### src/rtl/alu_ctrl.sv
// alu_ctrl: valid/ready sequencing front-end for the 8-bit ALU; registers
// operands/opcode, captures result+carry+zero, optional acc (ALU_CTRL_ACC_EN).
// Ports: clk, rst (sync, high); cmd_* in; alu_a/b/op out, alu_res/c in;
//        rsp_* out with rsp_ready in; op_count out (OP_CNT_W bits).
module alu_ctrl #(
  parameter int OP_CNT_W = 16
) (
  input  logic                clk,
  input  logic                rst,
  input  logic                cmd_valid,
  output logic                cmd_ready,
  input  logic [3:0]          cmd_op,
  input  logic [7:0]          cmd_a,
  input  logic [7:0]          cmd_b,
  input  logic                cmd_use_acc,
  output logic [7:0]          alu_a,
  output logic [7:0]          alu_b,
  output logic [3:0]          alu_op,
  input  logic [7:0]          alu_res,
  input  logic                alu_c,
  output logic                rsp_valid,
  input  logic                rsp_ready,
  output logic [7:0]          rsp_data,
  output logic                rsp_carry,
  output logic                rsp_zero,
  output logic                rsp_err,
  output logic [OP_CNT_W-1:0] op_count
);

  typedef enum logic [1:0] {
    IDLE,
    EXEC,
    RESP
  } state_t;

  state_t     state_q;
  state_t     state_d;
  logic       accept;
  logic       legal;
  logic [7:0] op_a;

  assign cmd_ready = (state_q == IDLE);
  assign rsp_valid = (state_q == RESP);
  assign accept    = cmd_valid && cmd_ready;
  assign legal     = (cmd_op != 4'h0) && (cmd_op <= 4'hB);

`ifdef ALU_CTRL_ACC_EN
  logic [7:0] acc_q;

  assign op_a = cmd_use_acc ? acc_q : cmd_a;

  // acc follows every completed legal op, even before its response drains
  always_ff @(posedge clk) begin
    if (rst) begin
      acc_q <= 8'h00;
    end else if (state_q == EXEC) begin
      acc_q <= alu_res;
    end
  end
`else
  logic unused_use_acc;

  assign unused_use_acc = cmd_use_acc;
  assign op_a           = cmd_a;
`endif

  always_ff @(posedge clk) begin
    if (rst) begin
      state_q <= IDLE;
    end else begin
      state_q <= state_d;
    end
  end

  always_comb begin
    state_d = state_q;
    unique case (state_q)
      IDLE: begin
        if (accept) begin
          state_d = legal ? EXEC : RESP;
        end
      end
      EXEC: state_d = RESP;
      RESP: begin
        if (rsp_ready) begin
          state_d = IDLE;
        end
      end
      default: state_d = IDLE;
    endcase
  end

  always_ff @(posedge clk) begin
    if (rst) begin
      alu_a     <= 8'h00;
      alu_b     <= 8'h00;
      alu_op    <= 4'h0;
      rsp_data  <= 8'h00;
      rsp_carry <= 1'b0;
      rsp_zero  <= 1'b0;
      rsp_err   <= 1'b0;
      op_count  <= '0;
    end else begin
      if (accept && legal) begin
        alu_a  <= op_a;
        alu_b  <= cmd_b;
        alu_op <= cmd_op;
      end
      // illegal ops skip the ALU and answer straight away with err set
      if (accept && !legal) begin
        rsp_data  <= 8'h00;
        rsp_carry <= 1'b0;
        rsp_zero  <= 1'b0;
        rsp_err   <= 1'b1;
      end
      if (state_q == EXEC) begin
        rsp_data  <= alu_res;
        rsp_carry <= alu_c;
        rsp_zero  <= (alu_res == 8'h00);
        rsp_err   <= 1'b0;
        op_count  <= op_count + 1'b1;
      end
    end
  end

endmodule

### config.mk
export PLATFORM = sky130hd
export DESIGN_NAME = alu_ctrl
export DESIGN_NICKNAME = d
export VERILOG_FILES = /design/src/rtl/alu_ctrl.sv
export SDC_FILE = /design/constraint.sdc
export NUM_CORES = 1
export LEC_CHECK = 0
export ABC_AREA = 1
export CORE_AREA = 2 2 60 90
export CTS_CLUSTER_DIAMETER = 30
export CTS_CLUSTER_SIZE = 28
export DETAILED_ROUTE_END_ITERATION = 12
export DIE_AREA = 0 0 62 92
export PLACE_DENSITY = 0.81
export RECOVER_POWER = 50
export SYNTH_ARGS = -nofsm -noshare
export SYNTH_HDL_FRONTEND = slang
export SYNTH_SLANG_ARGS = --single-unit
### constraint.sdc
create_clock -name clk -period 1.9 [get_ports clk]
set_clock_uncertainty 0.15 [all_clocks]
set_input_delay 0.475 -clock clk [delete_from_list [all_inputs] [get_ports clk]]
set_output_delay 0.475 -clock clk [all_outputs]
set_load 0.03 [all_outputs]
==> flow_summary.yaml <==
outcome:
  run_status: "complete, no violations"
placed_design:
  place_area_sq_um: 3130
  port_buffers: 81
  gp_congestion: 0.815
  dp_hpwl_mm: 3.82
synth:
  synth.distinct_cells: 29
  yosysMostFrequentCell: "nor2_1"
  ys_ff_latch: 49
  synth_area_sq_um: 2240
  synth-edff-count: 0
  synth_common_cells: "nor2_1, dfxtp_1, nand2_1"
  synth_area_leaders: "dfxtp_1, nor2_1, nand2_1"
  seq_area_frac_synth_pct: 43.8
  ys.flop_type: "dfxtp_1"
  avgSynthCellArea_sq_um: 7.84
  synth_largest_area_cell: "dfxtp_1"
  synth_cells: 286
  ys_warn_count: 0
  netlist.area_leader.share_pct: 43.8
  syn_nets: 321
  synthArstFlopShare_pct: 0
die:
  ios: 83
  core_sq_um: 5000
  die_y_um: 92
  dieArea_sq_um: 5700
  die_width_um: 62
  initial_core_util_pct: 44.8
  fp-row-count: 32
drt:
  antenna_left: 0
  drc: 0
  wirelength_mm: 5.06
  vias: 2135
  drtIter0Drc: 67
  wl_per_cell_um: 11.5
  viasPerCell: 4.84
  dr.pass1.iters: 4
clock_network:
  clockRootBuffer: "clkbuf_8"
  post_cts_buffers: 0
  cts.sinks: 49
  path_clk_slew_ns: 0.09
  cts_tree: "yes"
  clkLatencyLatePin_ns: 0.30
  cts_inserted_buffers: 5
  clk_path_buf_depth: 2
  htreeDepth: 2
timing:
  fin_crit_sh_pct: 93.1
  rsz0062_at_grt: "false"
  timing.fmax_ghz: 0.566
  tightest_slew_ns: 0.613
  finalHoldViolCount: 0
  drv_slew: 0
  period_needed_ns: 1.77
  hold_slack_ns: 0.318
  timing.slew.headroom_pct: 59.2
  setup_violations: 0
  fin_tns_setup_ns: 0
setup_path:
  critPathArrivalTime_ns: 1.14
  crit_path_start_kind: "flip-flop"
  crit_path_end_kind: "output pin"
  crit_required_ns: 1.27
  r2r_slack_ns: 0.27
  crit_type: "flip-flop to output pin"
  worstPathMaxFanout: 5
finish:
  fin_nets: 407
  drive_above_1_share_pct: 13.9
  area_growth_syn_to_layout_pct: 40.1
  fin_area_sq_um: 3140
  diodes: 0
global_route:
  grtUsageTotal_pct: 19.3
  grt_max_degree: 37
  grt_pass1_vias: 2130
  grt_pass1_wl_mm: 8.54
  antenna_found_initial: 0
  grt_overflow: 0
power:
  power_w: 0.00235
  power_leakage_nw: 1.45
  vdd_drop_max_v: 0.000580
  p_per_area_nw_per_um2: 747
flow_run:
  drv_cap: 0
hold_path:
  hold_path_class: "flip-flop to flip-flop"
-- what timing repair did --
action                                  4_1_cts  5_1_grt
gates resized for setup                      47        0
endpoints found under the hold margin         0        0
hold buffers                                  0        0
endpoints found under the setup margin       47        0
-- logic make-up after synthesis --
kind of cell             after synthesis  share of synthesized area [%]
AND/OR/NAND/NOR                      149                           34.8
AO/OA/AOI/OAI                         47                           12.1
buffers and inverters                 40                           8.82
adder cells (fa/ha/maj)                1                          0.558
flip-flops                            49                           43.7
-- final timing paths --
path | from | end | depth (start not counted)
setup reg to reg | state_q[1] | op_count[2] | 6
hold / removal | alu_op[2] | alu_op[2] | 2
setup / recovery | state_q[0] | cmd_ready | 4
hold reg to reg | alu_op[2] | alu_op[2] | 2
-- routing by layer --
layer | track usage [%] | share of wire, % | vias up
li1 | - | - | 1082
met1 | 18.3 | 38 | 977
met2 | 35.1 | 53 | 67
met3 | 6.21 | 7.4 | 9
met4 | 8.51 | 1.8 | 0
met5 | 0 | 0 | -
-- cell type report --
cell class | count | area, sq um
repair buffers | 89 | 815
clock buffers | 6 | 82.6
multi-input cells | 197 | 1030
clock inverters | 2 | 37.5
flip-flops and latches | 49 | 981
inverters | 30 | 113
well taps | 68 | 85.1
fillers | 491 | 1860
-- power by group --
part,internal (W),total [W],switching (W)
Sequential,0.00108,0.00111,0.0000287
Combinational,0.000187,0.000468,0.000281
Clock,0.000428,0.000767,0.000339
-- per-stage QoR --
step / utilization [%] / setup WS (ns) / std cells
floorplan: - / 0.385 / 286
global route: 62.7 / 0.0591 / 441
detailed placement: 62.6 / -0.0643 / 433
global placement: 62.6 / -0.0142 / 433
CTS: 63.8 / 0.0831 / 441
finish: 62.7 / 0.132 / 441
-- cells in the final DEF, fill, tap and decap left out, drive strengths merged --
cell / count
nor2: 72
dfxtp: 49
nand2: 48
dlygate4sd2: 47
clkdlybuf4s50: 32
inv: 30
o21ai: 28
a21oi: 17
nand3: 15
clkbuf: 9
nand4: 7
buf: 7
nor3: 6
a31oi: 2
nor4: 1
ha: 1
bufinv: 1
clkinvlp: 1
-- worst max-delay path, cell delays in order, from the launching register on --
cell and delay [ns]:
dfxtp_1 0.42, inv_2 0.09, nand2_4 0.13, inv_1 0.05, buf_4 0.16
-- flip-flops by register name (all words and copies together), names as in the netlist --
signal	count
alu_a	8
alu_op	4
rsp_data	8
rsp_zero	1
state_q	2
alu_b	8
op_count	16
rsp_err	1
rsp_carry	1
(Power assumes the default switching activity.)
